$ cat src/rtl/mod_n_counter_ctrl.sv
// mod_n_counter_ctrl: configurable modulo-N counter with one-shot/continuous modes and wrap counting
module mod_n_counter_ctrl #(
  parameter int WIDTH = 3
) (
  input  logic             clk,
  input  logic             clr,
  input  logic             cfg_valid,
  input  logic [WIDTH-1:0] cfg_modulus,
  input  logic             cfg_oneshot,
  output logic             cfg_ready,
  input  logic             start,
  input  logic             stop,
  output logic [WIDTH-1:0] count,
  output logic             tc,
  output logic             busy,
  output logic             done,
  output logic [7:0]       wraps,
  output logic             cfg_err
);
  typedef enum logic [1:0] {IDLE, ARMED, RUN, DONE} state_t;
  state_t state, state_d;
  logic [WIDTH-1:0] n, n_d, count_d;
  logic [7:0] wraps_d;
  logic mode, mode_d, err_d, cfg_acc, cfg_ok, last;
  assign cfg_ready = state != RUN;
  assign busy = state == RUN;
  assign done = state == DONE;
  assign cfg_acc = cfg_valid && cfg_ready;
  assign cfg_ok = cfg_modulus >= WIDTH'(2);
  assign last = count == n - WIDTH'(1);
  assign tc = busy && last;
  always_comb begin
    state_d = state;
    count_d = count;
    wraps_d = wraps;
    err_d = cfg_err;
    n_d = n;
    mode_d = mode;
    if (cfg_acc) begin
      err_d = !cfg_ok;
      if (cfg_ok) begin
        n_d = cfg_modulus;
        mode_d = cfg_oneshot;
        state_d = ARMED;
        count_d = '0;
      end
    end else if (start && (state == ARMED || state == DONE)) begin
      state_d = RUN;
      count_d = '0;
      wraps_d = '0;
    end else if (state == RUN) begin
      if (stop) begin
        state_d = ARMED;
        count_d = '0;
      end else if (last) begin
        count_d = '0;
        state_d = mode ? DONE : RUN;
        wraps_d = mode ? 8'd1 : (wraps == 8'hff ? wraps : wraps + 8'd1);
      end else begin
        count_d = count + WIDTH'(1);
      end
    end
  end
  always_ff @(posedge clk) begin
    if (clr) begin
      state <= IDLE;
      count <= '0;
      wraps <= '0;
      cfg_err <= 1'b0;
      n <= '0;
      mode <= 1'b0;
    end else begin
      state <= state_d;
      count <= count_d;
      wraps <= wraps_d;
      cfg_err <= err_d;
      n <= n_d;
      mode <= mode_d;
    end
  end
endmodule

$ cat config.mk
export PLATFORM = sky130hd
export DESIGN_NAME = mod_n_counter_ctrl
export DESIGN_NICKNAME = d
export VERILOG_FILES = /design/src/rtl/mod_n_counter_ctrl.sv
export SDC_FILE = /design/constraint.sdc
export NUM_CORES = 1
export LEC_CHECK = 0
export ABC_AREA = 1
export ABC_CLOCK_PERIOD_IN_PS = 1880
export CAP_MARGIN = 20
export CORE_MARGIN = 2
export CORE_UTILIZATION = 52
export CTS_BUF_LIST = sky130_fd_sc_hd__clkbuf_2
export DETAILED_ROUTE_END_ITERATION = 16
export HOLD_SLACK_MARGIN = 0.05
export MAX_ROUTING_LAYER = met4
export PLACE_DENSITY = 0.82
export SYNTH_ARGS = -nofsm -noshare
export SYNTH_HDL_FRONTEND = slang
export SYNTH_SLANG_ARGS = --single-unit
$ cat constraint.sdc
create_clock -name clk -period 1.88 [get_ports clk]
set_input_delay 0.282 -clock clk [delete_from_list [all_inputs] [get_ports clk]]
set_output_delay 0.282 -clock clk [all_outputs]
set_load 0.05 [all_outputs]
==> impl.org, run 1 <==
** Run status
- Outcome :: complete, no violations

** Synth
- EDFF count, synth :: 0
- Counting flops with an async set or reset pin after synthesis yields a share of 0.
- Combined area of all synthesized cells :: 1131 µm²
- Mux share of post-synthesis cell area :: 0
- Of the post-synthesis cell area, the dominant cell type holds 0.3186.
- Main flop type after synthesis :: sky130_fd_sc_hd__dfxtp_1
- Cell variety after synth :: 22
- Of the total synthesized cell area, the portion taken by XOR and XNOR cells is 0.007743.
- The commonest cells after synthesis are sky130_fd_sc_hd__nand2_1, sky130_fd_sc_hd__nor2_1, sky130_fd_sc_hd__inv_1, sky130_fd_sc_hd__dfxtp_1, sky130_fd_sc_hd__a21oi_1.
- Dominant combinational cell family by area after synthesis :: simple AND/OR/NAND/NOR gates
- In the post-synthesis netlist, the cell with the most instances is sky130_fd_sc_hd__nand2_1.
- Synthesized area divided by synthesized cell count :: roughly 6.7 µm²
- Of the total synthesized cell area, the portion taken by full adders, half adders and majority gates is 0.03319.
- Synth Net Count :: 180
- Most area-consuming cells after synthesis :: sky130_fd_sc_hd__dfxtp_1, sky130_fd_sc_hd__nand2_1, sky130_fd_sc_hd__nor2_1
- The share of the synthesized area in compound gates (AO/OA/AOI/OAI) was 0.09403.
- Sequential area share after synthesis :: 0.3186
- sky130_fd_sc_hd__dfxtp_1 takes more of the synthesized area than any other cell.
- The synthesized design contains 18 register bits.
- Simple-gate portion of the synthesized area :: 0.4513
- Synthesis produced between 150 and 200 cells.
- During synthesis, Yosys emitted a total of 0 warnings.

** Floorplanning
- Die Footprint :: 2564 µm²
- After floorplanning, the core was divided into 16 placement rows.
- Overall die width :: 50.64 µm
- Initial cell density of the core :: 0.5650
- Vertical die dimension :: between 50 and 60 µm
- 25 I/O pins were placed.
- Core Footprint :: 2002 µm²

** Setup path
- Nature of the critical path endpoint :: output pin
- FF-to-FF path depth :: 11
- Data required time at the worst endpoint :: 1.60 ns
- In this run the worst path has a maximum fanout of 4.
- Family with the most delay on the worst path :: buffers and inverters
- WP buf/inv :: 1
- Crit path largest cell delay :: a little over 0.8 ns
- The critical path in this run is classified as reg2out.
- Minimum setup slack among reg-to-reg paths :: roughly 0.24 ns
- The worst setup path is launched from a flop.
- R2R Path Start :: n[0]
- Crit path arrival time :: 1.54 ns
- Critical-path top delay cell :: sky130_fd_sc_hd__clkdlybuf4s50_1
- The critical path goes through clkdlybuf4s50_1.
- The endpoint identified for the worst register-to-register timing path is wraps[1].

** Cells and area
- Total of fill cells in the finished design :: 164
- Antenna diodes :: 0
- Of the cells placed in the final design, the portion with a size suffix greater than 1 is 0.2092.
- For this run, the post-layout net count is 210.
- After the flow finishes, the layout carries non-filler instances totaling 223.
- The area growth from synthesis to layout is 29.98%.
- Finished layout cell area :: 1470 µm²

** Hold path
- Along the worst hold path, the cell count comes to 2.
- The startpoint identified for the worst hold timing path is n[1].
- The worst hold path terminates at n[1].
- Worst hold path type :: reg2reg

** Place
- Port Buffer Count :: 24
- The congestion estimate from routability-driven global placement came to 0.9589.
- After detailed placement, the total cell area comes to ~1400 µm².
- Summed over all nets, the half-perimeter wirelength after detailed placement is just under 2000 µm.
- The number of placed instances, taps included, is 219.

** STA
- The count of endpoints failing hold in the final timing report was 0.
- Least-Margin Pin Slew :: 0.5019 ns
- Subtracting the final worst setup slack from the clock period gives 1.819 ns.
- Clock Skews :: 0.0007861 ns
- Setup repair after global routing could not meet its margin everywhere.
- Total count of max-transition violations in the final report :: 0
- Setup violations remaining at the end of the flow were counted as 0.
- Max_slew headroom :: 0.6644
- Based on the critical path, the design can be clocked at up to between 500 and 600 MHz.
- Dividing the final minimum period by the clock period gives 0.9674.
- Smallest hold slack :: roughly 0.48 ns

** Clock tree
- In this run, CTS created clock tree buffers numbering 3.
- H-tree levels :: 1
- The clock drives 18 sinks.
- Clock-pin slew was measured on the worst setup and hold paths at 0.16 ns.
- Clock tree from TritonCTS :: built
- Buffer type at the clock tree root :: sky130_fd_sc_hd__clkbuf_2
- Clock network latency to the later pin of the worst-skew pair :: 0.29 ns
- Maximum clock insertion buffer count :: 2

** GRT
- Pin count of the biggest net entering global routing :: 10
- Vias in the first global route :: about 960
- The initial antenna violation count was 0.
- Remaining global-route overflow :: 0
- The first global-routing pass estimated roughly 4000 µm of wire.
- Global-route total usage across every layer :: 0.2095

** Route
- The routed layout has 1110 vias.
- The pre-antenna-repair detailed-routing pass consisted of 4 iterations.
- Number of routed nets with antenna violations :: 0
- Total length of routed wires :: about 2500 µm
- In the routed layout, each cell is associated on average with a via count of 4.978.
- DRC violation total after the first TritonRoute iteration :: 22
- For this run, design rule violations remaining after detail routing come to 0.
- In the final routed layout, each cell accounts on average for 11.00 µm.

** Power and ir drop
- The worst-case IR drop observed on VDD is 0.5030 mV.
- Dividing total power by cell area gives a power density of about 530 nW/µm².
- In this run the static leakage power is 0.7072 nW.

** Flow run
- The tool flagged a number of max-cap violations equal to 0.
==> worst max path at each step <==
stage,depth (start not counted),slack [ns],to,start
2_1_floorplan,6,0.05,tc,count[0]
3_3_place_gp,9,0.22,wraps[1],start
3_5_place_dp,9,0.18,wraps[1],start
4_1_cts,7,0.01,tc,n[0]
5_1_grt,7,-0.02,tc,n[0]
6_report,1,0.06,wraps[4],wraps[4]
==> cells by family (layout without fill, tap and decap cells) <==
kind of cell,count (synthesis),count (layout)
simple gates,99,99
buf+inv,28,56
fa+ha+maj,3,3
compound gates,19,19
flops,18,18
xor+xnor,1,1
==> state kept, by name (all words and copies together), names as in the netlist <==
name / cells
cfg_err: 1
mode: 1
count: 3
wraps: 8
n: 3
state: 2
==> layer usage <==
| layer | GRT usage | up-vias | part of all wire |
|---|---|---|---|
| met5 | - | - | 0 |
| met4 | 0.02703 | 0 | 0.0057 |
| met3 | 0.01786 | 2 | 0.055 |
| met2 | 0.3377 | 31 | 0.45 |
| met1 | 0.2961 | 491 | 0.49 |
| li1 | - | 586 | - |
==> stage by stage <==
| stage | setup TNS (ns) | setup WS, ns | util | power, mW |
|---|---|---|---|---|
| global placement | 0 | 0.2163 | 0.7038 | 0.6058 |
| finish | 0 | 0.06133 | 0.7344 | 0.7762 |
| detailed placement | 0 | 0.1804 | 0.7038 | 0.6101 |
| floorplan | 0 | 0.05465 | - | 0.5545 |
| global route | -0.01806 | -0.01806 | 0.7344 | 0.8184 |
| CTS | 0 | 0.01205 | 0.7244 | 0.7740 |
==> layout by cell type, fill, tap and decap left out, drive strengths merged, types with 4 or more instances in the layout <==
cell type      netlist  final
dfxtp               18     18
o21ai                4      4
nand3                9      9
buf                  0      8
a21oi               15     15
nor2                24     24
inv                 27     27
nand4                7      7
clkdlybuf4s50        0     13
nand2               55     55
==> cell type report <==
cell class | instances | area, µm² | area share
multi-input cells | 122 | 695.7 | 0.4732
clock buffers | 3 | 15.01 | 0.01021
well taps | 27 | 33.78 | 0.02298
inverters | 27 | 106.4 | 0.07234
flip-flops and latches | 18 | 361.6 | 0.2460
repair buffers | 26 | 257.7 | 0.1753
==> power breakdown <==
group	switching, mW	total [mW]	internal [mW]
clock	0.115	0.158	0.0435
sequential	0.0141	0.412	0.398
combinational	0.127	0.206	0.0792
total	0.256	0.776	0.521
==> worst register-to-register path, stage by stage (launching register included) <==
cell,delay (ns)
sky130_fd_sc_hd__dfxtp_2,0.38
sky130_fd_sc_hd__inv_4,0.05
sky130_fd_sc_hd__ha_4,0.23
sky130_fd_sc_hd__xnor2_2,0.13
sky130_fd_sc_hd__nor2_2,0.11
sky130_fd_sc_hd__nand2_2,0.09
sky130_fd_sc_hd__buf_4,0.15
sky130_fd_sc_hd__nand2_4,0.10
sky130_fd_sc_hd__nand3_4,0.12
sky130_fd_sc_hd__nand2_1,0.09
sky130_fd_sc_hd__nand2_1,0.05
sky130_fd_sc_hd__nor2_1,0.10
==> timing repair <==
item | CTS | global route
setup endpoints to repair | 3 | 4
buffers inserted | 1 | 0
gates resized for setup | 6 | 6
pin swaps | 3 | 3
hold buffers | 0 | 0
Note: power is estimated with default switching activity, not from simulation.
==> run 2: changes to the inputs <==
--- a/config.mk
+++ b/config.mk
@@ -6,15 +6,15 @@
 export NUM_CORES = 1
 export LEC_CHECK = 0
 export ABC_AREA = 1
-export ABC_CLOCK_PERIOD_IN_PS = 1880
+export ABC_CLOCK_PERIOD_IN_PS = 1500
 export CAP_MARGIN = 20
 export CORE_MARGIN = 2
-export CORE_UTILIZATION = 52
+export CORE_UTILIZATION = 47
 export CTS_BUF_LIST = sky130_fd_sc_hd__clkbuf_2
 export DETAILED_ROUTE_END_ITERATION = 16
 export HOLD_SLACK_MARGIN = 0.05
 export MAX_ROUTING_LAYER = met4
-export PLACE_DENSITY = 0.82
+export PLACE_DENSITY = 0.78
 export SYNTH_ARGS = -nofsm -noshare
 export SYNTH_HDL_FRONTEND = slang
 export SYNTH_SLANG_ARGS = --single-unit
==> constraint.sdc (replaced) <==
create_clock -name clk -period 1.5 [get_ports clk]
set_input_delay 0.225 -clock clk [delete_from_list [all_inputs] [get_ports clk]]
set_output_delay 0.225 -clock clk [all_outputs]
set_load 0.05 [all_outputs]
==> run 2 against run 1 <==
- the run now ends with negative setup slack left
- design area rose by 15%
- clock power rose by 44%
- first-iteration DRC count rose by 55%
- global-route usage rose by 4.1 points
- wire length rose by 21%
- total power rose by 36%
- worst hold slack improved by 0.0014 ns
- register-to-register slack got worse by 0.41 ns
- critical path type unchanged
- largest cell class unchanged
==> impl.org, run 2 (synthesis results as in run 1) <==
** Floorplanning
- Top-level I/O count :: 25 (unchanged)
- The area of the die is 2815 µm² (was 2564 µm²).
- Initial cell density of the core :: 0.5064 (was 0.5650)
- The area inside the core boundary is 2233 µm² (was 2002 µm²).
- The number of standard-cell rows in the floorplan was 17 (was 16).
- Vertical die dimension :: 53.06 µm (was 50.64 µm)
- Overall die width :: 53.06 µm (was 50.64 µm)

** Power and ir drop
- The internal power component came to 0.7001 mW (was 0.5205 mW).
- P_sw :: 0.3542 mW (was 0.2557 mW)
- Tot Pwr :: 1.054 mW (was 0.7762 mW)
- Clk pwr share :: 0.215 (was 0.204)
- The fraction of power consumed by sequential logic came to 0.490 (was 0.531).
- Static leakage :: 0.7640 nW (was 0.7072 nW)
- Maximum VDD drop :: 0.5330 mV (was 0.5030 mV)
- Power density over the cells :: 622.4 nW/µm² (was 528.0 nW/µm²)
- Net switching fraction of the power :: 0.3360 (was 0.3294)
- The logic gate share of total power is 0.295 (was 0.266).

** Clock tree
- The clock transition at the registers of the reported paths came to 0.17 ns (was 0.16 ns).
- The CTS buffer count is 3 (unchanged).
- The number of buffers on the longest clock path was 2 (unchanged).
- The CTS H-tree depth is 1 (unchanged).
- Count of hold buffers inserted by post-cts repair :: 0 (unchanged)
- The number of sinks driven by the clock tree came to 18 (unchanged).
- Buffer type at the clock tree root :: sky130_fd_sc_hd__clkbuf_2 (unchanged)
- The TritonCTS clock tree is built (unchanged).
- The latest clock arrival within the worst-skew pair is 0.31 ns (was 0.29 ns).

** Setup path
- List of cells traversed by the critical path: inv_2 > ha_4 > xnor2_2 > nor2_1 > nand2_2 > nor2_4 > buf_12 (was clkdlybuf4s50_1).
- The worst setup path startpoint is n[1] (was wraps[4]).
- The critical path depth in cells is 7 (was 1).
- Data required time at the worst endpoint :: 1.27 ns (was 1.60 ns)
- The largest incremental delay on the critical path came to 0.37 ns (was 0.82 ns).
- The critical path class is reg2out (unchanged).
- Crit path arrival time :: 1.55 ns (was 1.54 ns)
- Critical-path top delay cell :: sky130_fd_sc_hd__dfxtp_2 (was sky130_fd_sc_hd__clkdlybuf4s50_1)
- The worst reg2reg path depth is 10 (was 11).
- Family with the most delay on the worst path :: flip-flops (was buffers and inverters)
- WP buf/inv :: 2 (was 1)
- R2R Path Start :: n[1] (was n[0])
- The largest fanout on the critical path is 2 (was 4).
- The critical path endpoint category is an output pin (unchanged).
- Worst Setup Start Kind :: flop (unchanged)

** Place
- The count of input and output buffers came to 24 (unchanged).
- Final RePlAce weighted congestion :: 0.8799 (was 0.9589)
- The detailed-placement wirelength estimate is 2231 µm (was 1973 µm).

** Cells and area
- The core occupancy in the finished layout came to 0.7585 (was 0.7344).
- Top flop regs :: wraps x8, count x3, n x3 (unchanged)
- The sequential cell area was 377.9 µm² (was 361.6 µm²).
- The proportion of layout cells with a drive suffix above 1 is 0.3768 (was 0.2092).
- Footprint of the multi-input gates :: 737.0 µm² (was 695.7 µm²)
- The most common library cell in the layout ignoring fill and taps was sky130_fd_sc_hd__nand2_1 (unchanged).
- Total of fill cells in the finished design :: 174 (was 164)
- Register with the most flip-flops :: wraps (unchanged)
- Antenna diodes :: 0 (unchanged)
- Commonest cells after routing, fill and taps aside :: sky130_fd_sc_hd__nand2_1, sky130_fd_sc_hd__nor2_1, sky130_fd_sc_hd__inv_1, sky130_fd_sc_hd__buf_4, sky130_fd_sc_hd__a21oi_1 (was sky130_fd_sc_hd__nand2_1, sky130_fd_sc_hd__inv_1, sky130_fd_sc_hd__nor2_1, sky130_fd_sc_hd__dfxtp_1, sky130_fd_sc_hd__a21oi_1)
- The net count reported at finish is 220 (was 210).
- Number of flip-flops under the largest register name :: 8 (unchanged)
- Layout overhead on the synthesized area :: 49.78% (was 29.98%)

** STA
- Endpoints failing hold :: 0 (unchanged)
- The max-slew violation total from the final report is 0 (unchanged).
- The post-route worst hold slack was 0.4811 ns (was 0.4797 ns).
- Final WS setup :: -0.2704 ns (was 0.06133 ns)
- Timing would allow up to 564.9 MHz.
- Setup repair after global routing missed its margin :: yes (unchanged)
- In the finished design, the share of the clock period the worst path needs comes to 1.180.
- The tightest slew margin relative to the limit is 0.7794 (was 0.6644).
- The setup violation total in the final timing report is 14 (was 0).
- Least-Margin Pin Slew :: 0.3305 ns (was 0.5019 ns)
- Clock Skews :: 0.005669 ns (was 0.0007861 ns)
- Final worst path period need :: around 1.8 ns

** GRT
- The met1 capacity usage during global routing came to 0.3056 (was 0.2961).
- Global-route wire length before repair :: 4940 µm (was 4043 µm)
- Global routing's busiest layer :: met2 (unchanged)
- The met2 layer usage reported by global route came to 0.3917 (was 0.3377).
- Met3 Resource Use GR :: 0.03672 (was 0.01786)
- Remaining global-route overflow :: 0 (unchanged)
- Global-route total usage across every layer :: 0.2506 (was 0.2095)
- The initial antenna violation count came to 0 (unchanged).
- The number of global-route vias before repair came to 1125 (was 959).
- Pin count of the biggest net entering global routing :: 11 (was 10)

** Route
- Total via count in the routed design :: 1190 (was 1110)
- The post-detailed-route wirelength per cell came to 12.61 µm (was 11.00 µm).
- DRC errors left :: 0 (unchanged)
- Total length of routed wires :: 2964 µm (was 2454 µm)
- The number of vias per cell came to 5.064 (was 4.978).
- Number of detailed-route iterations in the first pass :: 7 (was 4)
- The starting DRC count in detailed routing is 34 (was 22).
- The post-route antenna net violation count is 0 (unchanged).

** Hold path
- The startpoint of the most critical hold path is n[1] (unchanged).
- The worst min-delay path class was reg2reg (unchanged).
- Count of cells along the worst hold path :: 2 (unchanged)

** Run status
- Failing checks :: negative setup slack
- Outcome :: complete, but fails checks (was complete, no violations)

** Flow run
- The max capacitance violation total was 0 (unchanged).
==> run 2: worst paths after layout <==
| kind | end | slack [ns] |
|---|---|---|
| hold reg to reg | n[1] | 0.48 |
| setup / recovery | tc | -0.27 |
| setup reg to reg | wraps[1] | -0.17 |
| hold / removal | n[1] | 0.48 |
==> run 2: worst register-to-register path, stage by stage (launching register included) <==
cell	delay (ns)
sky130_fd_sc_hd__dfxtp_2	0.37
sky130_fd_sc_hd__inv_2	0.05
sky130_fd_sc_hd__ha_4	0.23
sky130_fd_sc_hd__xnor2_2	0.12
sky130_fd_sc_hd__nor2_1	0.12
sky130_fd_sc_hd__nand2_2	0.10
sky130_fd_sc_hd__buf_4	0.17
sky130_fd_sc_hd__nand2_8	0.08
sky130_fd_sc_hd__nand3_4	0.14
sky130_fd_sc_hd__a21oi_2	0.15
sky130_fd_sc_hd__nor2_1	0.06
==> run 2: power by group through the flow <==
stage | clock network [mW] | logic (mW) | registers [mW]
5_1_grt | 0.251 | 0.337 | 0.520
2_1_floorplan | 0 | 0.147 | 0.548
3_3_place_gp | 0 | 0.266 | 0.524
6_report | 0.227 | 0.311 | 0.516
3_5_place_dp | 0 | 0.274 | 0.525
4_1_cts | 0.230 | 0.301 | 0.516
==> run 2: what timing repair did <==
item                                    4_1_cts  5_1_grt
pin swaps                                     6        6
endpoints found under the hold margin         0        0
gates resized for setup                       9        4
gates cloned                                  1        0
buffers inserted                              3        0
endpoints found under the setup margin       14       14
==> run 2: layout make-up <==
cell class,instances,area share
inverter,27,0.06130
sequential,18,0.2230
tap,28,0.02068
clock buffer,4,0.01182
timing repair buffer,35,0.2482
multi-input combinational,123,0.4350
==> run 2: per-layer routing <==
metal  part of all wire  wire length, µm
met4              0.031               93
met1               0.45             1331
met5                  0                0
met2               0.48             1417
met3              0.041              121
==> run 2: metrics by stage <==
| step | instance area (µm²) | TNS, ns | std cells | setup WS (ns) |
|---|---|---|---|---|
| 2_1_floorplan | 1156 | 0 | 168 | 0.01276 |
| 3_3_place_gp | 1593 | -0.7793 | 228 | -0.08308 |
| 3_5_place_dp | 1593 | -1.240 | 228 | -0.1276 |
| 4_1_cts | 1678 | -1.402 | 235 | -0.3071 |
| 5_1_grt | 1694 | -2.896 | 235 | -0.3588 |
| 6_report | 1694 | -1.439 | 235 | -0.2704 |
==> run 3: changes to the inputs <==
--- a/config.mk
+++ b/config.mk
@@ -8,7 +8,7 @@
 export ABC_AREA = 1
 export ABC_CLOCK_PERIOD_IN_PS = 1500
 export CAP_MARGIN = 20
-export CORE_MARGIN = 2
+export CORE_MARGIN = 10
 export CORE_UTILIZATION = 47
 export CTS_BUF_LIST = sky130_fd_sc_hd__clkbuf_2
 export DETAILED_ROUTE_END_ITERATION = 16
==> run 3 against run 2 <==
- the run still ends with negative setup slack left
- sequential power about the same
- final cell count increased by 0.43%
- flip-flop and latch count unchanged
- critical path type unchanged
- largest cell class unchanged
- highest routed layer unchanged
==> impl.org, run 3 (synthesis results as in run 1) <==
** Setup path
- The critical path endpoint category is an output pin (unchanged).
- FF-to-FF path depth :: 12 (was 10)
- The end of the worst register-to-register path was wraps[1] (unchanged).
- The data arrival at the endpoint of the critical path was 1.51 ns (was 1.55 ns).
- The critical path class was reg2out (unchanged).
- The flop-to-flop setup slack came to -0.15 ns (was -0.17 ns).
- Biggest fanout along the worst timing path :: 2 (unchanged)
- The data required time of the worst path was 1.27 ns (about the same).
- Worst setup path endpoint :: tc (unchanged)
- The kind of launch point of the worst setup path is a flop (unchanged).
- The origin of the critical flop-to-flop path is n[0] (was n[1]).
- First element of the critical path :: n[0] (was n[1])

** GRT
- The first-pass GRT wire length was 5658 µm (was 4940 µm).
- Global-route total usage across every layer :: 0.1373 (was 0.2506)
- Remaining global-route overflow :: 0 (unchanged)
- Pin count of the biggest net entering global routing :: 11 (unchanged)
- The number of global-route vias before repair is 1251 (was 1125).
- The initial antenna violation count came to 0 (unchanged).

** Place
- Port Buffer Count :: 24 (unchanged)
- Final RePlAce weighted congestion :: 0.8815 (was 0.8799)
- The detailed-placement wirelength estimate was 2421 µm (was 2231 µm).

** Power and ir drop
- Relative contribution of combinational cells to total power :: 0.304 (was 0.295)
- The worst IR drop on VDD was 0.5043 mV (was 0.5330 mV).
- Clk pwr share :: 0.213 (was 0.215)
- P_sw :: 0.3670 mW (was 0.3542 mW)
- Net switching fraction of the power :: 0.3423 (was 0.3360)
- Internal power :: 0.7050 mW (was 0.7001 mW)
- The overall power consumption came to 1.072 mW (was 1.054 mW).
- Static leakage :: 0.7617 nW (was 0.7640 nW)
- Power density over the cells :: 624.5 nW/µm² (was 622.4 nW/µm²)
- The fraction of power consumed by sequential logic is 0.483 (was 0.490).

** Floorplanning
- The overall die height was 69.06 µm (was 53.06 µm).
- The width of the chip is 69.06 µm (was 53.06 µm).
- The area inside the core boundary was 2255 µm² (was 2233 µm²).
- The area of the die came to 4769 µm² (was 2815 µm²).
- The number of standard-cell rows in the floorplan is 17 (unchanged).
- The effective utilization at floorplan is 0.5017 (was 0.5064).
- The number of I/O pins is 25 (unchanged).

** STA
- The sum of negative setup slack is -1.262 ns (was -1.439 ns).
- Final worst path period need :: 1.736 ns (was 1.770 ns)
- Least-Margin Pin Slew :: 0.3530 ns (was 0.3305 ns)
- The setup slack of the critical path after layout is -0.2364 ns (was -0.2704 ns).
- Max_slew headroom :: 0.7638 (was 0.7794)
- Total count of max-transition violations in the final report :: 0 (unchanged)
- The setup violation total in the final timing report was 14 (unchanged).
- The final clock period utilization by the worst path came to 1.158 (was 1.180).
- Setup repair after global routing missed its margin :: yes (unchanged)
- The timing-limited maximum frequency came to 575.9 MHz (was 564.9 MHz).
- The post-route clock skew is 0.009396 ns (was 0.005669 ns).
- The count of endpoints failing hold in the final timing report came to 0 (unchanged).

** Clock tree
- Clock network latency to the later pin of the worst-skew pair :: 0.31 ns (about the same)
- The number of buffers on the longest clock path was 2 (unchanged).
- Count of hold buffers inserted by post-cts repair :: 0 (unchanged)
- The CTS buffer count is 3 (unchanged).
- Clock tree from TritonCTS :: built (unchanged)
- H-tree levels :: 1 (unchanged)
- Clock edge transition at the registers on the reported setup and hold paths :: 0.18 ns (was 0.17 ns)
- Buffer type at the clock tree root :: sky130_fd_sc_hd__clkbuf_2 (unchanged)
- Sinks on the clock net :: 18 (unchanged)

** Cells and area
- The count of fill cells added during filler insertion is 175 (was 174).
- Top flop regs: wraps x8, count x3, n x3 (unchanged).
- Antenna diodes :: 0 (unchanged)
- The area growth from synthesis to layout was 51.77% (was 49.78%).
- The net count reported at finish is 221 (was 220).
- The register with the most flip-flops is wraps (unchanged).
- The most common library cell in the layout ignoring fill and taps was sky130_fd_sc_hd__nand2_1 (unchanged).
- Share of post-route cells with drive strength above 1 :: 0.4327 (was 0.3768)
- Number of flip-flops under the largest register name :: 8 (unchanged)
- Commonest cells after routing, fill and taps aside :: sky130_fd_sc_hd__nand2_1, sky130_fd_sc_hd__inv_1, sky130_fd_sc_hd__nor2_1, sky130_fd_sc_hd__buf_4, sky130_fd_sc_hd__nand2_2 (was sky130_fd_sc_hd__nand2_1, sky130_fd_sc_hd__nor2_1, sky130_fd_sc_hd__inv_1, sky130_fd_sc_hd__buf_4, sky130_fd_sc_hd__a21oi_1)

** Run status
- Failing checks :: negative setup slack (unchanged)
- Outcome: complete, but fails checks (unchanged).

** Route
- The starting DRC count in detailed routing is 99 (was 34).
- The post-route antenna net violation count came to 0 (unchanged).
- DRC errors left :: 0 (unchanged)
- Average via count per standard cell :: 5.305 (was 5.064)
- The detailed-route wire length came to 3425 µm (was 2964 µm).
- Wirelength per Cell :: 14.51 µm (was 12.61 µm)
- The via count came to 1252 (was 1190).
- Number of detailed-route iterations in the first pass :: 4 (was 7)

** Hold path
- The cell count of the worst hold path is 2 (unchanged).
- Worst hold path type :: reg2reg (unchanged)

** Flow run
- The max capacitance violation total is 0 (unchanged).
## run 3: cell count changes in the layout (fill, tap and decap cells not counted), moves of 2 or more
cell,before,now
sky130_fd_sc_hd__buf_4,16,18
sky130_fd_sc_hd__nand2_1,41,34
sky130_fd_sc_hd__nand2_2,10,17
sky130_fd_sc_hd__nor2_1,21,18
sky130_fd_sc_hd__nor2_2,0,3
## run 3: area by class of cell
type	count	area [µm²]	share of cell area
Clock buffer	4	20.02	0.01166
Inverter	27	103.9	0.06050
Sequential cell	18	379.1	0.2208
Multi-Input combinational cell	122	743.2	0.4329
Timing Repair Buffer	37	435.4	0.2536
Tap cell	28	35.03	0.02041
## run 3: stage by stage
stage	worst slack, ns	area (µm²)	util	cells	hold WS, ns
5_1_grt	-0.3236	1717	0.7614	236	0.5186
4_1_cts	-0.2785	1668	0.7397	234	0.4862
3_3_place_gp	-0.07916	1593	0.7064	228	0.4513
2_1_floorplan	0.01276	1156	-	168	0.3937
6_report	-0.2364	1717	0.7614	236	0.5060
3_5_place_dp	-0.1022	1593	0.7064	228	0.4700
## run 3: worst max-delay path: stages (launching register included)
cell                      delay [ns]
sky130_fd_sc_hd__dfxtp_2        0.37
sky130_fd_sc_hd__inv_2          0.05
sky130_fd_sc_hd__buf_4          0.12
sky130_fd_sc_hd__buf_4          0.13
sky130_fd_sc_hd__nand2_2        0.05
sky130_fd_sc_hd__nand2_2        0.05
sky130_fd_sc_hd__nor2_2         0.11
sky130_fd_sc_hd__nand2_2        0.08
sky130_fd_sc_hd__nor2_4         0.10
sky130_fd_sc_hd__buf_12         0.14
## run 3: worst min path at each step
stage                         startpoint  slack, ns  endpoint
after floorplan           cfg_modulus[1]       0.39      n[1]
after global placement              n[1]       0.45      n[1]
after detailed placement            n[1]       0.47      n[1]
after CTS                           n[1]       0.49      n[1]
after global routing      cfg_modulus[1]       0.52      n[1]
final                           wraps[4]       0.51  wraps[4]
## run 3: layer usage
metal  global-route usage  wire length [µm]  vias to the layer above
li1                     -                 -                      610
met1               0.1561              1456                      589
met2               0.2349              1726                       47
met3              0.02425               194                        6
met4              0.04656                48                        0
met5                    -                 0                        -
## run 3: power by group through the flow
stage / Combinational [mW] / Sequential [mW] / Clock [mW]
floorplan: 0.147 / 0.548 / 0
global placement: 0.267 / 0.524 / 0
detailed placement: 0.276 / 0.525 / 0
CTS: 0.296 / 0.516 / 0.232
global route: 0.351 / 0.521 / 0.249
finish: 0.326 / 0.518 / 0.228
## run 3: timing repair
item / CTS / global route
endpoints found under the setup margin: 14 / 16
setup buffers: 2 / 2
resized for setup: 9 / 15
pin swaps: 4 / 12
